[config.mk]
export PLATFORM = sky130hd
export DESIGN_NAME = regfile_wr_sched
export DESIGN_NICKNAME = d
export VERILOG_FILES = /design/src/rtl/regfile_defs.sv /design/src/rtl/rr_arbiter.sv /design/src/rtl/regfile_wr_sched.sv
export SDC_FILE = /design/constraint.sdc
export NUM_CORES = 1
export LEC_CHECK = 0
export CORE_MARGIN = 4
export CORE_UTILIZATION = 42
export CTS_CLUSTER_SIZE = 8
export DETAILED_ROUTE_END_ITERATION = 6
export PLACE_DENSITY_LB_ADDON = 0.3
export RECOVER_POWER = 25
export SYNTH_ARGS = -nofsm -noshare
export SYNTH_HDL_FRONTEND = slang
export SYNTH_SLANG_ARGS = --single-unit
[constraint.sdc]
create_clock -name clk -period 5 [get_ports clk]
set_clock_uncertainty 0.15 [all_clocks]
set_input_delay 1.5 -clock clk [delete_from_list [all_inputs] [get_ports clk]]
set_output_delay 1.5 -clock clk [all_outputs]
set_load 0.01 [all_outputs]
[src/rtl/regfile_defs.sv]
// Shared register-file geometry and write-back requester indices used by the
// register-file write scheduler and its arbiter.
package regfile_defs;

    localparam int DATA_W   = 8;
    localparam int ADDR_W   = 3;
    localparam int NUM_REGS = 2 ** ADDR_W;

    localparam int REQ_ALU  = 0;
    localparam int REQ_LOAD = 1;
    localparam int REQ_MOV  = 2;

    // Index examined k-th (k = 0 first) when the previous grant went to ptr.
    function automatic int rrSlot(input int ptr, input int k, input int n);
        return (ptr + 1 + k) % n;
    endfunction

endpackage

[src/rtl/rr_arbiter.sv]
// One-hot write-port arbiter: round-robin starting after ptr_i, or fixed
// lowest-index priority when REGWR_SCHED_FIXED_PRI_EN is defined.
module rr_arbiter
    import regfile_defs::*;
#(
    parameter int NUM_REQ = 3,
    parameter int PTR_W   = 2
) (
    input  logic [NUM_REQ-1:0] req_i,
    input  logic [PTR_W-1:0]   ptr_i,
    output logic [NUM_REQ-1:0] gnt_o
);

    logic found;

`ifdef REGWR_SCHED_FIXED_PRI_EN
    logic unusedPtr;
    assign unusedPtr = ^ptr_i;

    always_comb begin
        gnt_o = '0;
        found = 1'b0;
        for (int j = 0; j < NUM_REQ; j++) begin
            if (!found && req_i[j]) begin
                gnt_o[j] = 1'b1;
                found    = 1'b1;
            end
        end
    end
`else
    // Walk the priority slots in order; the first asserted requester wins.
    always_comb begin
        gnt_o = '0;
        found = 1'b0;
        for (int k = 0; k < NUM_REQ; k++) begin
            for (int j = 0; j < NUM_REQ; j++) begin
                if (!found && req_i[j] && (j == rrSlot(int'(ptr_i), k, NUM_REQ))) begin
                    gnt_o[j] = 1'b1;
                    found    = 1'b1;
                end
            end
        end
    end
`endif

endmodule

[src/rtl/regfile_wr_sched.sv]
// Register-file write-port scheduler and pending-write scoreboard.
// Define REGWR_SCHED_FIXED_PRI_EN for fixed priority instead of round-robin.
module regfile_wr_sched #(
    parameter int NUM_REQ = 3,
    parameter int DATA_W  = regfile_defs::DATA_W,
    parameter int ADDR_W  = regfile_defs::ADDR_W
) (
    input  logic                      clk,
    input  logic                      rst,
    input  logic [NUM_REQ-1:0]        req,
    input  logic [NUM_REQ*ADDR_W-1:0] req_addr,
    input  logic [NUM_REQ*DATA_W-1:0] req_data,
    output logic [NUM_REQ-1:0]        gnt,
    output logic                      wr_en,
    output logic [ADDR_W-1:0]         wr_addr,
    output logic [DATA_W-1:0]         wr_data,
    input  logic                      rsv_valid,
    input  logic [ADDR_W-1:0]         rsv_addr,
    input  logic [ADDR_W-1:0]         rd_addr1,
    input  logic [ADDR_W-1:0]         rd_addr2,
    output logic [2**ADDR_W-1:0]      busy,
    output logic                      hazard
);

    localparam int NUM_REGS = 2 ** ADDR_W;
    localparam int PTR_W    = (NUM_REQ > 1) ? $clog2(NUM_REQ) : 1;

    logic [NUM_REQ-1:0]  arbGnt;
    logic [PTR_W-1:0]    ptrArb;
    logic                xfer;
    logic [ADDR_W-1:0]   selAddr;
    logic [DATA_W-1:0]   selData;

    logic                wrEn_q,   wrEn_d;
    logic [ADDR_W-1:0]   wrAddr_q, wrAddr_d;
    logic [DATA_W-1:0]   wrData_q, wrData_d;
    logic [NUM_REGS-1:0] busy_q,   busy_d;

    rr_arbiter #(
        .NUM_REQ (NUM_REQ),
        .PTR_W   (PTR_W)
    ) uArb (
        .req_i (req),
        .ptr_i (ptrArb),
        .gnt_o (arbGnt)
    );

    // Grant is suppressed while reset is held so no transfer can be seen.
    assign gnt  = rst ? arbGnt : '0;
    assign xfer = |(req & gnt);

    always_comb begin
        selAddr = '0;
        selData = '0;
        for (int i = 0; i < NUM_REQ; i++) begin
            if (gnt[i]) begin
                selAddr = req_addr[i*ADDR_W +: ADDR_W];
                selData = req_data[i*DATA_W +: DATA_W];
            end
        end
    end

`ifdef REGWR_SCHED_FIXED_PRI_EN
    assign ptrArb = '0;
`else
    logic [PTR_W-1:0] ptr_q, ptr_d;

    always_comb begin
        ptr_d = ptr_q;
        for (int i = 0; i < NUM_REQ; i++) begin
            if (gnt[i] && req[i]) begin
                ptr_d = PTR_W'(i);
            end
        end
    end

    always_ff @(posedge clk or negedge rst) begin
        if (!rst) begin
            ptr_q <= PTR_W'(NUM_REQ - 1);
        end else begin
            ptr_q <= ptr_d;
        end
    end

    assign ptrArb = ptr_q;
`endif

    // Clear lands after the file commits at the negedge; a same-edge reservation wins.
    always_comb begin
        wrEn_d   = xfer;
        wrAddr_d = xfer ? selAddr : wrAddr_q;
        wrData_d = xfer ? selData : wrData_q;
        busy_d   = busy_q;
        if (wrEn_q) begin
            busy_d[wrAddr_q] = 1'b0;
        end
        if (rsv_valid) begin
            busy_d[rsv_addr] = 1'b1;
        end
    end

    always_ff @(posedge clk or negedge rst) begin
        if (!rst) begin
            wrEn_q   <= 1'b0;
            wrAddr_q <= '0;
            wrData_q <= '0;
            busy_q   <= '0;
        end else begin
            wrEn_q   <= wrEn_d;
            wrAddr_q <= wrAddr_d;
            wrData_q <= wrData_d;
            busy_q   <= busy_d;
        end
    end

    assign wr_en   = wrEn_q;
    assign wr_addr = wrAddr_q;
    assign wr_data = wrData_q;
    assign busy    = busy_q;
    assign hazard  = busy_q[rd_addr1] | busy_q[rd_addr2];

endmodule

# Word-level counts from Yosys, hierarchy flattened

Index checks and enable logic that the tools add are counted.

Register bits after elaboration: 22
Bits of input ports: 48
Output and inout bits: 24

Reduce and logical (&&, ||, !) cells: 35
$lt $le $gt $ge: 6
Bitwise operators: 5
Equal/unequal tests: 6
Multiplexer cells: 36
Div/mod/pow operators: 3
$add $sub $neg: 3

Operators with widths:

| operator              | count |
|---|---|
| $eq 2x32->1 const A   | 3 |
| $eq 3x32->1 const A   | 3 |
| $logic_not 32->1      | 3 |
| $mod 32x3->32 const B | 3 |
| $mux 8                | 5 |
| $add 32x2->32 const B | 1 |
| $add 32x3->32 const B | 1 |
| $logic_and 1x1->1     | 22 |
| $mux 1                | 20 |
| $lt 3x4->1 const B    | 4 |
| $mux 3                | 4 |
| $and 8x8->8           | 1 |
| $logic_not 1->1       | 8 |
| $not 8->8             | 1 |
| $or 8x8->8            | 1 |
| $bmux 1 s3            | 2 |
| $demux 1 s3           | 2 |
| $ge 3x1->1 const B    | 2 |
| $mux 2                | 3 |
| $add 2x1->3 const B   | 1 |
| $and 3x3->3           | 1 |
| $reduce_bool 3->1     | 1 |
| $reduce_or 3->1       | 1 |
| $or 1x1->1            | 1 |

# Longest topological paths before layout

Depth in word-level cells: 42
Depth in mapped cells: 8

# Cells and area by module

A second synthesis with hierarchy kept.

Cells, all modules: 144
Area, all modules: 1,463.9 um^2

By module, submodules not included:

| module           | cells an instance | times used | area an instance (um^2) | sequential area each (um^2) |
|---|---|---|---|---|
| regfile_wr_sched | 128               | 1          | 1,350.0                 | 551.8 |
| rr_arbiter       | 16                | 1          | 113.9                   | 0.0 |

# Worst setup path before layout

No wires, ideal clock.

Kind: input -> output
From: in req[2]
To: out gnt[2]
Data arrival time: 2.429 ns
Path slack: 0.921 ns
Data required time: 3.350 ns
Path buffers: 1
Stages: 5
Cell sequence: a21bo_2 > a211oi_1 > clkbuf_1 > nand2_1 > inv_1

Word-level cells in the longest chain between the ends: 28
Elaborated cells on any way between the ends: 30
Classes of those cells: 10 x mux; 20 x reduce/logical

RTL lines:

| item                            | RTL line               | text |
|---|---|---|
| start: declaration              | regfile_wr_sched.sv:10 | `input logic [NUM_REQ-1:0] req,` |
| $logic_and 1x1->1 (2 in series) | rr_arbiter.sv:37       | `if (!found && req_i[j] && (j == rrSlot(int'(ptr_i), k, NUM_REQ))) begin` |
| $mux 1                          | rr_arbiter.sv:37       |  |
| $logic_not 1->1                 | rr_arbiter.sv:37       |  |
| $logic_and 1x1->1 (2 in series) | rr_arbiter.sv:37       |  |
| $mux 1                          | rr_arbiter.sv:37       |  |
| $logic_not 1->1                 | rr_arbiter.sv:37       |  |
| $logic_and 1x1->1 (2 in series) | rr_arbiter.sv:37       |  |
| $mux 1                          | rr_arbiter.sv:37       |  |
| [... 7 more ...]                | n/a                    |  |
| $mux 1                          | rr_arbiter.sv:37       |  |
| $logic_not 1->1                 | rr_arbiter.sv:37       |  |
| $logic_and 1x1->1 (2 in series) | rr_arbiter.sv:37       |  |
| $mux 1                          | rr_arbiter.sv:37       |  |
| $logic_not 1->1                 | rr_arbiter.sv:37       |  |
| $logic_and 1x1->1 (2 in series) | rr_arbiter.sv:37       |  |
| $mux 1 *                        | rr_arbiter.sv:37       |  |
| $mux 3 *                        | regfile_wr_sched.sv:49 | `assign gnt = rst ? arbGnt : '0;` |
| end: declaration                | regfile_wr_sched.sv:13 | `output logic [NUM_REQ-1:0] gnt,` |

Every way passes the cells marked *; elsewhere a longest branch is shown, timed or not.

# Worst setup path after layout

Same ends and word-level chain as after synthesis.

==> results.cfg <==
[run_status]
status = finished, final reports clean

[sta]
setup_viol = 0
timing.final.crit_period_ns = 4.90
finalMaxSlewViolations = 0
rsz0062_at_grt = false
hold_viol = 0
worst_pin_slew_ns = 0.719
slew_headroom_pct = 52.1
setup_tns_ns = 0
period_share_pct = 98.0
fin_ws_ns = 0.0981
whs_ns = 0.372
timing.fmax_ghz = 0.204

[routing]
ant_nets = 0
post_drt_wl_per_cell_um = 15.6
drc = 0
num_vias = 1259
drt_iter0_drc = 76
postRouteWirelength_mm = 3.72
viasPerCell = 5.27
first_pass_iters = 4

[flow_run]
maxCapViolCount = 0

[worst_setup_path]
crit_type = primary input to primary output
r2r_setup_slack_ns = 2.16
regToRegStartpoint = ptrArb[1]
cp.arrival_ns = 3.25
worstPathMaxFanout = 3
cp-end-kind = primary output
cp-start-kind = primary input
crit_required_ns = 3.35
reg2reg_depth = 6
r2r-end = wr_addr[2]

[cts]
postCtsResizedCells = 0
root_buffer = clkbuf_4
cts.sinks = 22
cts-htree-levels = 1
clk_pin_slew_ns = 0.11
clock_latency_ns = 0.29
ctsLongestPathBuffers = 2
cts_inserted_buffers = 3
tritoncts = yes
cts_setup_buffers = 0
ctsHoldBuffers = 0

[floorplanning]
die_y_um = 64.5
die_area_mm2 = 0.00416
initial_utilization_pct = 43.9
io_pins = 72
core-area_mm2 = 0.00305
rows = 20
die_x_um = 64.5

[logic_synthesis]
synth_seq_cells = 22
synth_common_cells = dfrtp_1 (21), o21ai_0 (13), and2_1 (12)
synth-async-reset-ratio_pct = 100
syn_inst = 119
netlist_area_mm2 = 0.00134
synth_edf_count = 0
yosys_warnings = 0
synth_most_common_cell = dfrtp_1
yosysTopAreaCell = dfrtp_1
synth_area_leaders = dfrtp_1 (39%), mux2_4 (9.0%), a221o_1 (8.2%), mux4_2 (6.7%), and2_1 (5.6%)
synth_top_area_share_pct = 39.2
syn_nets = 169
synth_area_per_cell_um2 = 11.3
synth.distinct_cells = 30
seq_area_frac_synth_pct = 41.2
synthFlopType = dfrtp_1

[pwr]
worst_ir_drop_vdd_mv = 0.240
p_per_area_mw_per_mm2 = 470
p_leak_nw = 0.881

[min_path]
worstHoldStart = wr_data[0]
hold_path_end = wr_data[0]
holdCritPathClass = flip-flop to flip-flop
timing.hold.worst_path_depth = 1

[place]
dp.final_hpwl_mm = 3.09
port_buffers = 71
placed_cells_incl_taps = 235
gp_congestion = 0.808
pre_cts_ws_ns = 0.0986

[global_route]
grt_pass1_vias = 1385
antenna_found_initial = 0
gr-total-overflow = 0
grt_pass1_wl_mm = 6.07
grt_max_degree = 17
grt_usage_pct = 18.8

[final_layout]
fin_cells = 239
n_fill_cell = 241
nets = 246
final_layout_size_suffix_gt1_share_pct = 12.3
n_antenna_cell = 0
syn2layout_area_growth_pct = 60.0
-- critical path, stage by stage --
cell,delay [ns]
clkdlybuf4s50_1,0.49
a21bo_2,0.23
a211oi_1,0.30
nand2_1,0.11
inv_1,0.08
clkdlybuf4s50_1,0.53
-- stage by stage --
step	power (mW)	utilization (%)	cell area [um^2]
2_1_floorplan	0.665	-	1340
3_3_place_gp	0.913	69.4	2120
3_5_place_dp	0.938	69.4	2120
4_1_cts	1.02	70.3	2150
5_1_grt	1.08	70.2	2140
6_report	1.01	70.2	2140
-- placed cells by master, fill, tap and decap left out, types with 3 or more instances in the layout --
cell | Yosys | routed
nand2_1 | 8 | 8
nand2b_1 | 9 | 9
and2_1 | 12 | 12
o21ai_0 | 13 | 13
dfrtp_1 | 21 | 21
inv_1 | 4 | 4
mux4_2 | 4 | 4
clkdlybuf4s50_1 | 0 | 69
clkbuf_4 | 0 | 3
mux2_4 | 8 | 8
mux2_2 | 3 | 3
a221o_1 | 11 | 11
o31ai_1 | 4 | 4
buf_4 | 0 | 4
-- where the power goes --
part	switching (mW)	total (mW)	leakage (nW)	internal, mW
sequential	0.0670	0.321	0.260	0.254
clock	0.0483	0.0794	0.0150	0.0311
combinational	0.243	0.608	0.606	0.365
total	0.359	1.01	0.881	0.650
-- worst max path at each step --
stage / start / to / slack (ns) / cells past startpoint
floorplan: req[2] / gnt[2] / 0.92 / 5
global placement: rd_addr1[0] / hazard / 0.15 / 5
detailed placement: req[2] / gnt[2] / 0.1 / 6
CTS: req[2] / gnt[2] / 0.08 / 6
global route: req[0] / gnt[2] / 0.0009 / 6
finish: req[2] / gnt[2] / 0.1 / 6
-- layer usage --
metal	up-vias	GRT usage [%]	wire length, um
li1	607	-	-
met2	56	32.7	1830
met4	0	8.44	38
met1	592	21.1	1520
met3	4	5.55	335
met5	-	0	0
-- final cells by class --
cell class / count / area (um^2) / area share (%)
multi-input combinational: 89 / 749 / 34.9
timing repair buffer: 76 / 747 / 34.8
sequential: 22 / 552 / 25.7
tap: 44 / 55.1 / 2.57
clock buffer: 4 / 26.3 / 1.23
inverter: 4 / 15.0 / 0.700
-- sequential cells by signal (all words and copies together) (netlist names) --
| register | count |
|---|---|
| busy | 8 |
| wr_addr | 3 |
| wr_en | 1 |
| wr_data | 8 |
| ptrArb | 2 |
-- cell families after synthesis --
| logic type | Yosys count | synth area share (%) |
|---|---|---|
| flip-flops | 22 | 41.2 |
| multiplexers | 17 | 19.7 |
| buffers and inverters | 8 | 2.89 |
| adder cells (fa/ha/maj) | 2 | 1.87 |
| AO/OA/AOI/OAI | 38 | 21.1 |
| AND/OR/NAND/NOR | 32 | 13.3 |
Note: power is estimated with default switching activity, not from simulation.
